**config.mk**
```make
export PLATFORM = sky130hd
export DESIGN_NAME = fetch_unit_flat
export DESIGN_NICKNAME = d
export VERILOG_FILES = /design/src/rtl/rv32i_pkg.sv /design/src/rtl/fetch_unit_if.sv /design/src/rtl/fetch_fifo.sv /design/src/rtl/fetch_unit.sv /design/src/flat_wrapper.sv
export SDC_FILE = /design/constraint.sdc
export NUM_CORES = 1
export LEC_CHECK = 0
export BUFFER_PORTS_ARGS = -buffer_cell sky130_fd_sc_hd__buf_2
export CORE_UTILIZATION = 50
export CTS_CLUSTER_DIAMETER = 60
export DETAILED_ROUTE_END_ITERATION = 8
export GPL_TIMING_DRIVEN = 0
export PLACE_DENSITY_LB_ADDON = 0.1
export SYNTH_ARGS = -nofsm -noshare
export SYNTH_HDL_FRONTEND = slang
export SYNTH_HIERARCHICAL = 1
export SYNTH_SLANG_ARGS = --single-unit
```
**constraint.sdc**
```tcl
create_clock -name i_clk -period 12.7 [get_ports i_clk]
set_input_delay 1.27 -clock i_clk [delete_from_list [all_inputs] [get_ports i_clk]]
set_output_delay 1.27 -clock i_clk [all_outputs]
set_load 0.01 [all_outputs]
```
**src/rtl/rv32i_pkg.sv**
```systemverilog
`default_nettype none
// ============================================================
// Module  : rv32i_pkg
// Brief   : shared rv32i widths, reset PC, opcodes and fetch types
// Revision: 1.0
// ============================================================
package rv32i_pkg;

  localparam int XLEN = 32;
  localparam int ILEN = 32;

  localparam logic [XLEN-1:0] RESET_PC_DEFAULT = 32'h0000_0000;

  localparam logic [6:0] OPC_LUI      = 7'b0110111;
  localparam logic [6:0] OPC_AUIPC    = 7'b0010111;
  localparam logic [6:0] OPC_JAL      = 7'b1101111;
  localparam logic [6:0] OPC_JALR     = 7'b1100111;
  localparam logic [6:0] OPC_BRANCH   = 7'b1100011;
  localparam logic [6:0] OPC_LOAD     = 7'b0000011;
  localparam logic [6:0] OPC_STORE    = 7'b0100011;
  localparam logic [6:0] OPC_OP_IMM   = 7'b0010011;
  localparam logic [6:0] OPC_OP       = 7'b0110011;
  localparam logic [6:0] OPC_MISC_MEM = 7'b0001111;
  localparam logic [6:0] OPC_SYSTEM   = 7'b1110011;

  typedef enum logic [0:0] {
    ST_RUN   = 1'b0,
    ST_FAULT = 1'b1
  } fetch_state_t;

  typedef struct packed {
    logic [XLEN-1:0] pc;
    logic [ILEN-1:0] inst;
  } fetch_entry_t;

  function automatic logic pc_aligned(input logic [XLEN-1:0] pc);
    return (pc[1:0] == 2'b00);
  endfunction

endpackage
`default_nettype wire

```
**src/rtl/fetch_unit_if.sv**
```systemverilog
`default_nettype none
// ============================================================
// Module  : fetch_unit_if
// Brief   : imem request/response, redirect and decoder channels
// Revision: 1.0
// ============================================================
interface fetch_unit_if;

  logic                           o_imem_req_valid;
  logic                           i_imem_req_ready;
  logic [rv32i_pkg::XLEN-1:0]     o_imem_addr;
  logic                           i_imem_resp_valid;
  logic [rv32i_pkg::ILEN-1:0]     i_imem_resp_data;
  logic                           i_redirect_valid;
  logic [rv32i_pkg::XLEN-1:0]     i_redirect_pc;
  logic                           o_inst_valid;
  logic                           i_inst_ready;
  logic [rv32i_pkg::ILEN-1:0]     o_inst;
  logic [rv32i_pkg::XLEN-1:0]     o_inst_pc;
  logic                           o_fault;

  modport master (
    output o_imem_req_valid, o_imem_addr, o_inst_valid, o_inst, o_inst_pc, o_fault,
    input  i_imem_req_ready, i_imem_resp_valid, i_imem_resp_data,
           i_redirect_valid, i_redirect_pc, i_inst_ready
  );

  modport slave (
    input  o_imem_req_valid, o_imem_addr, o_inst_valid, o_inst, o_inst_pc, o_fault,
    output i_imem_req_ready, i_imem_resp_valid, i_imem_resp_data,
           i_redirect_valid, i_redirect_pc, i_inst_ready
  );

endinterface
`default_nettype wire

```
**src/rtl/fetch_fifo.sv**
```systemverilog
`default_nettype none
// ============================================================
// Module  : fetch_fifo
// Brief   : synchronous FIFO with flush, occupancy count, empty/full
// Revision: 1.0
// ============================================================
module fetch_fifo #(
  parameter  int WIDTH = 32,
  parameter  int DEPTH = 2,
  localparam int CW    = $clog2(DEPTH + 1),
  localparam int AW    = (DEPTH > 1) ? $clog2(DEPTH) : 1
) (
  input  logic             i_clk,
  input  logic             i_rst,
  input  logic             i_push,
  input  logic [WIDTH-1:0] i_data,
  input  logic             i_pop,
  input  logic             i_flush,
  output logic [WIDTH-1:0] o_data,
  output logic [CW-1:0]    o_count,
  output logic             o_empty,
  output logic             o_full
);

  logic [WIDTH-1:0] r_mem [DEPTH];
  logic [AW-1:0]    r_rd;
  logic [AW-1:0]    r_wr;
  logic [CW-1:0]    r_count;
  logic             w_push;
  logic             w_pop;

  function automatic logic [AW-1:0] next_ptr(input logic [AW-1:0] p);
    return (p == AW'(DEPTH - 1)) ? '0 : p + AW'(1);
  endfunction

  assign o_empty = (r_count == '0);
  assign o_full  = (r_count == CW'(DEPTH));
  assign o_count = r_count;
  assign o_data  = r_mem[r_rd];

  // A full queue still accepts a push when the head leaves in the same cycle.
  assign w_pop  = i_pop && !o_empty;
  assign w_push = i_push && (!o_full || w_pop);

  always_ff @(posedge i_clk) begin
    if (i_rst || i_flush) begin
      r_rd    <= '0;
      r_wr    <= '0;
      r_count <= '0;
    end else begin
      if (w_push) r_wr <= next_ptr(r_wr);
      if (w_pop)  r_rd <= next_ptr(r_rd);
      case ({w_push, w_pop})
        2'b10:   r_count <= r_count + CW'(1);
        2'b01:   r_count <= r_count - CW'(1);
        default: r_count <= r_count;
      endcase
    end
  end

  always_ff @(posedge i_clk) begin
    if (w_push && !i_flush && !i_rst) r_mem[r_wr] <= i_data;
  end

endmodule
`default_nettype wire

```
**src/rtl/fetch_unit.sv**
```systemverilog
`default_nettype none
// ============================================================
// Module  : fetch_unit
// Brief   : rv32i fetch stage: PC, imem credit issue, redirect flush
// Revision: 1.0
// ============================================================
module fetch_unit
  import rv32i_pkg::*;
#(
  parameter logic [XLEN-1:0] RESET_PC = RESET_PC_DEFAULT,
  parameter int              DEPTH    = 2
) (
  input  logic         i_clk,
  input  logic         i_rst,
  fetch_unit_if.master bus
);

  localparam int              c_CW      = $clog2(DEPTH + 1);
  localparam int              c_SW      = c_CW + 1;
  localparam int              c_DW      = c_CW + 4;
  localparam logic [XLEN-1:0] c_PC_STEP = XLEN'(4);

  fetch_state_t     r_state;
  logic [XLEN-1:0]  r_pc;
  logic [c_DW-1:0]  r_discard;
  logic             r_fault;

  logic [XLEN-1:0]  w_addr_head;
  logic [c_CW-1:0]  w_addr_count;
  logic             w_addr_empty;
  logic             w_addr_full;
  fetch_entry_t     w_entry_in;
  fetch_entry_t     w_entry_out;
  logic [c_CW-1:0]  w_inst_count;
  logic             w_inst_empty;
  logic             w_inst_full;

  logic             w_run;
  logic             w_redirect;
  logic             w_inst_valid;
  logic             w_inst_pop;
  logic [c_SW-1:0]  w_used;
  logic [c_SW-1:0]  w_limit;
  logic             w_req_valid;
  logic             w_req_fire;
  logic             w_resp;
  logic             w_resp_keep;
  logic             w_inst_push;
  logic [c_DW-1:0]  w_discard_flush;

  assign w_run        = (r_state == ST_RUN) && !i_rst;
  assign w_redirect   = bus.i_redirect_valid && w_run;
  assign w_inst_valid = w_run && !w_inst_empty;
  assign w_inst_pop   = w_inst_valid && bus.i_inst_ready && !w_redirect;

  // A slot freed by the decoder this cycle is reusable immediately, which is
  // what sustains one fetch per cycle at DEPTH 2.
  assign w_used      = c_SW'(w_addr_count) + c_SW'(w_inst_count);
  assign w_limit     = c_SW'(DEPTH) + c_SW'(w_inst_pop);
  assign w_req_valid = w_run && !w_redirect && !w_addr_full && (w_used < w_limit);
  assign w_req_fire  = w_req_valid && bus.i_imem_req_ready;

  assign w_resp      = bus.i_imem_resp_valid && w_run;
  assign w_resp_keep = w_resp && !w_redirect && (r_discard == '0) && !w_addr_empty;
  assign w_inst_push = w_resp_keep && (!w_inst_full || w_inst_pop);

  assign w_entry_in.pc   = w_addr_head;
  assign w_entry_in.inst = bus.i_imem_resp_data;

  // Outstanding discards accumulate across back-to-back redirects; a response
  // landing in the redirect cycle retires either an old discard or the oldest
  // in-flight entry, so it is subtracted once.
  assign w_discard_flush = r_discard + c_DW'(w_addr_count) + c_DW'(w_req_fire)
                         - c_DW'(w_resp);

  assign bus.o_imem_req_valid = w_req_valid;
  assign bus.o_imem_addr      = r_pc;
  assign bus.o_inst_valid     = w_inst_valid;
  assign bus.o_inst           = w_inst_valid ? w_entry_out.inst : '0;
  assign bus.o_inst_pc        = w_inst_valid ? w_entry_out.pc   : '0;
  assign bus.o_fault          = r_fault;

  fetch_fifo #(
    .WIDTH (XLEN),
    .DEPTH (DEPTH)
  ) u_addr_q (
    .i_clk   (i_clk),
    .i_rst   (i_rst),
    .i_push  (w_req_fire),
    .i_data  (r_pc),
    .i_pop   (w_resp_keep),
    .i_flush (w_redirect),
    .o_data  (w_addr_head),
    .o_count (w_addr_count),
    .o_empty (w_addr_empty),
    .o_full  (w_addr_full)
  );

  fetch_fifo #(
    .WIDTH ($bits(fetch_entry_t)),
    .DEPTH (DEPTH)
  ) u_inst_q (
    .i_clk   (i_clk),
    .i_rst   (i_rst),
    .i_push  (w_inst_push),
    .i_data  (w_entry_in),
    .i_pop   (w_inst_pop),
    .i_flush (w_redirect),
    .o_data  (w_entry_out),
    .o_count (w_inst_count),
    .o_empty (w_inst_empty),
    .o_full  (w_inst_full)
  );

  always_ff @(posedge i_clk) begin
    if (i_rst) begin
      r_state   <= ST_RUN;
      r_pc      <= RESET_PC;
      r_discard <= '0;
      r_fault   <= 1'b0;
    end else if (r_state == ST_RUN) begin
      if (w_redirect) begin
        // Low bits are cleared so the request address stays word aligned.
        r_pc      <= {bus.i_redirect_pc[XLEN-1:2], 2'b00};
        r_discard <= w_discard_flush;
        if (!pc_aligned(bus.i_redirect_pc)) begin
          r_state <= ST_FAULT;
          r_fault <= 1'b1;
        end
      end else begin
        if (w_req_fire) r_pc <= r_pc + c_PC_STEP;
        if (w_resp && (r_discard != '0)) r_discard <= r_discard - c_DW'(1);
      end
    end
  end

endmodule
`default_nettype wire

```
**src/flat_wrapper.sv**
```systemverilog
// flat-port wrapper written by rule: the top's interface ports become plain ports
module fetch_unit_flat import rv32i_pkg::*;
#(
  parameter logic [XLEN-1:0] RESET_PC = RESET_PC_DEFAULT,
  parameter int              DEPTH    = 2
)
  (i_clk, i_rst, bus_o_imem_req_valid, bus_o_imem_addr, bus_o_inst_valid, bus_o_inst, bus_o_inst_pc, bus_o_fault, bus_i_imem_req_ready, bus_i_imem_resp_valid, bus_i_imem_resp_data, bus_i_redirect_valid, bus_i_redirect_pc, bus_i_inst_ready);
  fetch_unit_if bus_i ();
  input  logic i_clk;
  input  logic i_rst;
  output wire logic [$bits(bus_i.o_imem_req_valid)-1:0] bus_o_imem_req_valid;
  output wire logic [$bits(bus_i.o_imem_addr)-1:0] bus_o_imem_addr;
  output wire logic [$bits(bus_i.o_inst_valid)-1:0] bus_o_inst_valid;
  output wire logic [$bits(bus_i.o_inst)-1:0] bus_o_inst;
  output wire logic [$bits(bus_i.o_inst_pc)-1:0] bus_o_inst_pc;
  output wire logic [$bits(bus_i.o_fault)-1:0] bus_o_fault;
  input wire logic [$bits(bus_i.i_imem_req_ready)-1:0] bus_i_imem_req_ready;
  input wire logic [$bits(bus_i.i_imem_resp_valid)-1:0] bus_i_imem_resp_valid;
  input wire logic [$bits(bus_i.i_imem_resp_data)-1:0] bus_i_imem_resp_data;
  input wire logic [$bits(bus_i.i_redirect_valid)-1:0] bus_i_redirect_valid;
  input wire logic [$bits(bus_i.i_redirect_pc)-1:0] bus_i_redirect_pc;
  input wire logic [$bits(bus_i.i_inst_ready)-1:0] bus_i_inst_ready;
  assign bus_o_imem_req_valid = bus_i.o_imem_req_valid;
  assign bus_o_imem_addr = bus_i.o_imem_addr;
  assign bus_o_inst_valid = bus_i.o_inst_valid;
  assign bus_o_inst = bus_i.o_inst;
  assign bus_o_inst_pc = bus_i.o_inst_pc;
  assign bus_o_fault = bus_i.o_fault;
  assign bus_i.i_imem_req_ready = bus_i_imem_req_ready;
  assign bus_i.i_imem_resp_valid = bus_i_imem_resp_valid;
  assign bus_i.i_imem_resp_data = bus_i_imem_resp_data;
  assign bus_i.i_redirect_valid = bus_i_redirect_valid;
  assign bus_i.i_redirect_pc = bus_i_redirect_pc;
  assign bus_i.i_inst_ready = bus_i_inst_ready;
  fetch_unit #(.RESET_PC(RESET_PC), .DEPTH(DEPTH)) u_core (.i_clk(i_clk), .i_rst(i_rst), .bus(bus_i));
endmodule
```
# Yosys cells after proc, flatten, opt, wreduce, memory -nomap -nowiden
# Memories as Yosys holds them, arrays and structs flattened. A register that Yosys moved wholly into a read port is not among the register bits.
# Cells that the tools add are included.
# Widths: inputs -> output; s select.
op_classes:
  n_mux: 23
  n_lt_le_gt_ge: 1
  bitwise_logic: 2
  reduce_logical: 45
  n_addsub: 15
  n_eq_ne: 6
ops:
  columns: ["operator", "count"]
  rows:
  - ["$mux 32", 4]
  - ["$add 32x3->32 const B", 1]
  - ["$logic_and 1x1->1", 23]
  - ["$mux 1", 15]
  - ["$mux 6", 2]
  - ["$eq 2x2->1 const B", 4]
  - ["$pmux 2 s2", 2]
  - ["$reduce_bool 2->1", 4]
  - ["$add 6x1->6", 1]
  - ["$add 6x2->6", 1]
  - ["$logic_not 1->1", 6]
  - ["$logic_not 2->1", 3]
  - ["$logic_not 6->1", 1]
  - ["$reduce_bool 6->1", 1]
  - ["$sub 6x1->6", 1]
  - ["$sub 6x1->6 const B", 1]
  - ["$add 1x1->1 const B", 4]
  - ["$add 2x1->2 const B", 2]
  - ["$eq 2x1->1 const B", 2]
  - ["$logic_or 1x1->1", 4]
  - ["$reduce_and 2->1", 2]
  - ["$sub 2x1->2 const B", 2]
  - ["$add 2x1->3 const A", 1]
  - ["$add 2x2->3", 1]
  - ["3 further kinds", 4]
totals:
  mem_count: 2
  mem_bits_rw: 192
  wordCells: 104
  reg_bits: 48
  input_bits: 70
memory_table:
  columns: ["name", "words", "width", "read_ports", "rd_clocked_by_memory_dff", "write_ports", "line", "rtl"]
  rows:
  - ["u_core.u_inst_q.r_mem", 2, 64, 1, 1, 1, "fetch_fifo.sv:25", "logic [WIDTH-1:0] r_mem [DEPTH];"]
  - ["u_core.u_addr_q.r_mem", 2, 32, 1, 1, 1, "fetch_fifo.sv:25", null]

# Depth between registers and ports, before layout
# Gate-level depths: netlist of the first run.
depth:
  ltp_word: 14
  mapped_depth: 11

# Hierarchy
# Netlist of the first run, hierarchy kept.
modules_own_cells:
  columns: ["mod", "n_inst", "seq_area_each_um2", "cells_each", "area_each_um2"]
  rows:
  - ["fetch_fifo at u_core.u_inst_q", 1, 3943.8, 228, 4902.2]
  - ["fetch_unit", 1, 760.7, 400, 3104.2]
  - ["fetch_fifo at u_core.u_addr_q", 1, 2021.9, 129, 2572.5]

# Least setup slack after synthesis of the first run
# OpenSTA, ideal clock, no wires.
synth_path:
  path_kind: "input-to-reg"
  from: "in i_rst"
  to: "mem u_core/u_inst_q/r_mem[1][0] (netlist bit), enable pin"
  path_buffers: 1
  t_arrival_ns: 9.478
  path_slack_ns: 2.556
  path_stages: 6
  required_ns: 12.034
  setup_ns: 0.666
  cell_sequence: "buf_6 > nor3b_2 > nor4b_1 > o21a_1 > o21ai_2 > nor4b_1"
synth_between:
  elab_chain_cells: 13
  word_cells_on_any_way: 20
  cone_classes: "mux (2); reduce/logical (18)"
synth_lines:
  columns: ["item", "line", "rtl"]
  rows:
  - ["start: declaration", "flat_wrapper.sv:10", "input logic i_rst;"]
  - ["$logic_not 1->1 (*)", "fetch_unit.sv:51", "assign w_run = (r_state == ST_RUN) && !i_rst;"]
  - ["$logic_and 1x1->1 (*)", "fetch_unit.sv:51", null]
  - ["$logic_and 1x1->1", "fetch_unit.sv:52", "assign w_redirect = bus.i_redirect_valid && w_run;"]
  - ["$logic_not 1->1", "fetch_unit.sv:64", "assign w_resp_keep = w_resp && !w_redirect && (r_discard == '0) && !w_addr_empty;"]
  - ["$logic_and 1x1->1 (*) (3 in a row)", "fetch_unit.sv:64", null]
  - ["named net u_core.w_resp_keep", "fetch_unit.sv:47", "logic w_resp_keep;"]
  - ["$logic_and 1x1->1 (*)", "fetch_unit.sv:65", "assign w_inst_push = w_resp_keep && (!w_inst_full || w_inst_pop);"]
  - ["named net u_core.w_inst_push", "fetch_unit.sv:48", "logic w_inst_push;"]
  - ["$logic_and 1x1->1 (*)", "fetch_fifo.sv:43", "assign w_push = i_push && (!o_full || w_pop);"]
  - ["$logic_and 1x1->1 (*) (2 in a row)", "fetch_fifo.sv:62", "if (w_push && !i_flush && !i_rst) r_mem[r_wr] <= i_data;"]
  - ["$mux 1 (*)", "fetch_fifo.sv:62", null]
  - ["$mux 1 (not written as such) (*)", "fetch_fifo.sv:62", null]
  - ["end: declaration", "fetch_fifo.sv:25", null]
# Mark *: on every way through the listed nets, which the timed path passes. The rest lies on a longest branch.

# Worst setup path in the final report of the first run
layout_path:
  from: "in i_rst"
  to: "mem u_core/u_inst_q/r_mem[1][16] (netlist bit), enable pin"
# The elaborated chain is that of the path after synthesis.

==> results.cfg, run 1 <==
[run_status]
outcome = finished, final reports clean

[power]
swShare = 0.211
internal_power_mw = 1.37
ir_drop_uv = 83.6
pwr-share-comb = 0.066
switching_power_mw = 0.366
pwr-share-clk = 0.430
powerDensity_mw_per_mm2 = 136
leakagePower_nw = 4.89
pwr-share-seq = 0.504

[clock_tree]
numClockSinks = 240
clockBufferDepth = 3
ctsRootBufferMaster = clkbuf_16
clkLatencyLatePin_ns = 0.52
htreeDepth = 1
cts_tree = built
clkTransAtPathRegs_ns = 0.06
cts_setup_buffers = 0
hold_buffers = 0
post_cts_resize_count = 0
numCtsBuffers = 26

[synthesis]
yosysUniqueCellTypes = 68
ys_warn_count = 6
syn_avg_cell_area_um2 = 14.0
ys_ff_latch = 240
synthCells = 757
synth-edff-count = 192
async_flop_share = 0
synth-seq-area-share = 0.636
synth_top_flop_cell = edfxtp_1
synth_area_mm2 = 0.0106

[global_routing]
overflow = 0
grt_usage = 0.208
antenna_found_initial = 0
first_global_vias = 6540
grt_max_degree = 44
grt_pass1_wl_um = 35200

[min_path]
holdPathEnd = u_core/bus.o_fault
hold_class = flip-flop to flip-flop
holdPathStages = 2
holdCritStartpoint = u_core/bus.o_fault

[cells_and_area]
multi_input_area_mm2 = 0.00354
nFillCells = 1630
area_growth_pct = 20.7
final_common_cell = edfxtp_1
drive_above_1_share = 0.365
regArea_mm2 = 0.00673
layout_common_cells = edfxtp_1 (192), buf_2 (169), mux2_2 (97)
final_nets = 1056
antenna_cells = 0
utilization = 0.623

[setup_path]
r2r_start = u_core/r_discard[0]
cp-end-kind = flip-flop
cp-start-kind = input port
reg2regPathDepth = 11
criticalPathCategory = input port to flip-flop
crit_arrival_ns = 5.16
reg2reg_slack_ns = 8.43
crit_required_ns = 12.92
critPathMaxFanout = 15
reg2reg_to = u_core/u_inst_q/r_mem[1][16]

[placement]
pre_cts_slack_ns = 7.24
dp.final_hpwl_um = 15600
place_congestion = 0.827
portBuffers = 166

[die]
dieWidth_um = 147
pin_count = 169
initial_core_util = 0.516
core_area_mm2 = 0.0205
fp.dieH_um = 147
die_area_mm2 = 0.0217
rows = 52

[timing]
finalSetupViolations = 0
tightest_slew_ns = 1.21
fin_skew_ns = 0.00963
setup_slack_ns = 7.75
rsz0062_at_grt = false
max_freq_mhz = 202
relSlewSlack = 0.179
hold_violations = 0
hold_ws_ns = 0.485
slew_violations = 0
min_period_ns = 4.95
tns_ns = 0
period_share = 0.389

[drt]
drtIter0Drc = 279
dr.pass1.iters = 5
detail_route.wl_per_cell_um = 17.8
num_vias = 6780
drc = 0
ant_nets = 0
vias_per_cell = 5.38
wl_um = 22400

[job]
maxCapViolations = 0
-- power by group through the flow --
stage / registers (mW) / clock network [mW] / logic [mW]
6_report: 0.875 / 0.746 / 0.115
5_1_grt: 0.876 / 0.792 / 0.129
4_1_cts: 0.874 / 0.761 / 0.114
3_5_place_dp: 0.891 / 0 / 0.113
3_3_place_gp: 0.891 / 0 / 0.112
2_1_floorplan: 0.888 / 0 / 0.0722
-- cell type report --
class                           count  area share
Buffer                             36      0.0196
Clock buffer                       43      0.0616
Clock inverter                      5     0.00588
Inverter                           23     0.00715
Multi-Input combinational cell    463       0.277
Sequential cell                   240       0.527
Tap cell                          270      0.0265
Timing Repair Buffer              180      0.0751
-- worst max-delay path by stage --
stage | startpoint | endpoint | slack, ns | cells past startpoint
detailed placement | i_rst | u_core/u_inst_q/r_mem[1][10] | 7.24 | 11
global route | i_rst | u_core/u_inst_q/r_mem[1][16] | 7.44 | 11
finish | i_rst | u_core/u_inst_q/r_mem[1][16] | 7.75 | 11
CTS | i_rst | u_core/u_inst_q/r_mem[1][16] | 7.78 | 11
floorplan | i_rst | u_core/u_inst_q/r_mem[1][0] | 2.56 | 6
global placement | i_rst | u_core/u_inst_q/r_mem[1][41] | -2.51 | 7
-- through the flow --
stage	area (um^2)	power, mW	std cells
2_1_floorplan	10600	0.960	762
3_3_place_gp	11800	1.00	1198
3_5_place_dp	11900	1.00	1212
4_1_cts	12800	1.75	1260
5_1_grt	12800	1.80	1260
6_report	12800	1.74	1260
-- cells by family (layout without fill, tap and decap cells) --
| group | count (synthesis) | in the layout | synth area share |
|---|---|---|---|
| DFF | 240 | 240 | 0.636 |
| other | 1 | 6 | 0.000354 |
| AOI/OAI and AO/OA | 94 | 94 | 0.0584 |
| adders and majority gates | 16 | 16 | 0.0211 |
| and+or+nand+nor | 229 | 229 | 0.130 |
| muxes | 104 | 104 | 0.111 |
| buffers and inverters | 59 | 287 | 0.0323 |
| xor gates and xnor gates | 14 | 14 | 0.0116 |
-- worst max-delay path: stages --
cell,delay [ns]
buf_2,0.20
buf_6,0.17
nor3b_2,0.57
nor4b_1,1.04
o21a_1,0.34
o21ai_2,0.11
nor4b_2,0.63
buf_4,0.31
buf_4,0.19
buf_6,0.14
buf_4,0.17
-- registers in the layout (all words and copies together), names as in the netlist, named ones only --
| name | count |
|---|---|
| u_core/r_state | 1 |
| u_core/u_addr_q/r_wr | 1 |
| u_core/u_inst_q/r_rd | 1 |
| u_core/u_inst_q/o_count | 2 |
| u_core/u_addr_q/r_mem | 64 |
| u_core/r_discard | 6 |
| u_core/bus.o_imem_addr | 30 |
| u_core/u_inst_q/r_wr | 1 |
| u_core/u_addr_q/o_count | 2 |
| u_core/bus.o_fault | 1 |
| u_core/u_addr_q/r_rd | 1 |
| u_core/u_inst_q/r_mem | 128 |
-- cell usage after synthesis (15+ instances only) --
library cell / n / area share
inv_1: 22 / 0.0078
o21ai_0: 19 / 0.0090
and2_1: 66 / 0.039
clkbuf_1: 15 / 0.0053
dfxtp_1: 48 / 0.091
nand2_1: 25 / 0.0089
nor2_1: 43 / 0.015
mux2_2: 97 / 0.10
nor3_1: 16 / 0.0076
edfxtp_1: 192 / 0.55
a21oi_1: 30 / 0.014
-- metal layers --
layer / wire (um) / vias to the layer above / track usage
li1: - / 3260 / -
met1: 9970 / 3264 / 0.277
met2: 10700 / 226 / 0.349
met3: 1400 / 30 / 0.0392
met4: 388 / 0 / 0.0572
met5: 0 / - / 0
No activity file was read; power rests on OpenSTA's default activity.
==> run 2: changes to the inputs <==
==> constraint.sdc (replaced) <==
create_clock -name i_clk -period 4.8 [get_ports i_clk]
set_input_delay 0.48 -clock i_clk [delete_from_list [all_inputs] [get_ports i_clk]]
set_output_delay 0.48 -clock i_clk [all_outputs]
set_load 0.01 [all_outputs]
==> results.cfg, run 2 (synthesis gave the netlist of run 1 again) <==
[run_status]
outcome = finished, final reports clean

[power]
pwr-share-seq = 0.513
ir_drop_uv = 234
powerDensity_mw_per_mm2 = 354
p_total_mw = 4.51
leakagePower_nw = 4.84
swShare = 0.215
switching_power_mw = 0.971
pwr-share-clk = 0.419
pwr-share-comb = 0.068
internal_power_mw = 3.54

[drt]
ant_nets = 0
vias_per_cell = 5.40
drc = 0
num_vias = 6751
dr.pass1.iters = 4
detail_route.wl_per_cell_um = 17.9
drtIter0Drc = 359
wl_um = 22300

[clock_tree]
cts_setup_buffers = 0
cts_tree = built
clkTransAtPathRegs_ns = 0.06
post_cts_resize_count = 0
hold_buffers = 0
numClockSinks = 240
clockBufferDepth = 3
clkLatencyLatePin_ns = 0.51
numCtsBuffers = 25
ctsRootBufferMaster = clkbuf_16
htreeDepth = 1

[cells_and_area]
final_common_cell = edfxtp_1
regMostFlops = u_core/u_inst_q/r_mem
final_nets = 1049
area_growth_pct = 20.2
nFillCells = 1616
antenna_cells = 0
largest_reg_flops = 128
drive_above_1_share = 0.362
layout_common_cells = edfxtp_1 (192), buf_2 (169), mux2_2 (97)

[timing]
setup_slack_ns = 0.723
fin_skew_ns = 0.0137
max_freq_mhz = 245
slew_violations = 0
hold_ws_ns = 0.154
hold_violations = 0
tns_ns = 0
period_share = 0.849
min_period_ns = 4.08
tightest_slew_ns = 1.12
relSlewSlack = 0.241
finalSetupViolations = 0
rsz0062_at_grt = false

[setup_path]
crit_required_ns = 5.01
cp_cell_sequence = inv_1 > ha_1 > nand3_1 > nor4b_1 > o21a_1 > o21ai_2 > nor4b_4 > buf_8 > buf_6 > buf_6
cp_common_cell = buf_6
path_buf_inv = 4
crit_slowest_cell = nor4b_1
criticalPathCategory = flip-flop to flip-flop
cp_top_family = simple AND/OR/NAND/NOR gates
crit_arrival_ns = 4.29
reg2reg_slack_ns = 0.72
cp-end-kind = flip-flop
critPathMaxFanout = 14
slowest_delay_ns = 1.04
cp-start-kind = flip-flop

[placement]
pre_cts_slack_ns = 0.295
portBuffers = 166
dp.final_hpwl_um = 15500
place_congestion = 0.818

[die]
dieWidth_um = 147
initial_core_util = 0.516
rows = 52
pin_count = 169
die_area_mm2 = 0.0217
core_area_mm2 = 0.0205
fp.dieH_um = 147

[min_path]
hold_class = input port to flip-flop

[global_routing]
grt_max_degree = 45
overflow = 0
first_global_vias = 6540
grt_usage = 0.207
antenna_found_initial = 0
grt_pass1_wl_um = 35100

[job]
maxCapViolations = 0
## run 2: worst paths after layout
check,depth (start not counted),start,to
max,10,u_core/r_discard[0],u_core/u_inst_q/r_mem[1][41]
min,1,bus_i_imem_resp_data[8],u_core/u_inst_q/r_mem[0][8]
max reg2reg,10,u_core/r_discard[0],u_core/u_inst_q/r_mem[1][41]
min reg2reg,2,u_core/bus.o_fault,u_core/bus.o_fault
## run 2: power groups by stage
| stage | Clock, mW | Combinational (mW) | Sequential (mW) |
|---|---|---|---|
| after floorplan | 0 | 0.192 | 2.35 |
| final | 1.89 | 0.306 | 2.31 |
| after CTS | 1.93 | 0.304 | 2.31 |
| after detailed placement | 0 | 0.302 | 2.36 |
| after global routing | 2.01 | 0.340 | 2.32 |
| after global placement | 0 | 0.297 | 2.36 |
## run 2: worst reg2reg max path: stages (launching register included)
cell     delay [ns]
dfxtp_1        0.31
inv_1          0.17
ha_1           0.18
nand3_1        0.28
nor4b_1        1.04
o21a_1         0.34
o21ai_2        0.13
nor4b_4        0.70
buf_8          0.25
buf_6          0.17
buf_6          0.20
## run 2: layout make-up
cell class	instances	area, um^2	area share
Inverter	23	91.3	0.00718
Sequential cell	240	6730	0.529
Clock buffer	32	662	0.0520
Clock inverter	12	143	0.0112
Multi-Input combinational cell	463	3560	0.280
Tap cell	270	338	0.0266
Timing Repair Buffer	174	948	0.0746
Buffer	36	250	0.0197
## run 2: metrics by stage
| stage | std cells | cell area (um^2) | utilization |
|---|---|---|---|
| floorplan | 762 | 10600 | - |
| global placement | 1198 | 11800 | 0.575 |
| detailed placement | 1206 | 11900 | 0.581 |
| CTS | 1250 | 12700 | 0.621 |
| global route | 1250 | 12700 | 0.621 |
| finish | 1250 | 12700 | 0.621 |
## run 2: metal layers
metal | global-route usage | up-vias | wire (um)
met5 | 0 | - | 0
met4 | 0.0459 | 0 | 277
met3 | 0.0324 | 22 | 1440
met2 | 0.347 | 226 | 10700
met1 | 0.284 | 3267 | 9930
li1 | - | 3236 | -
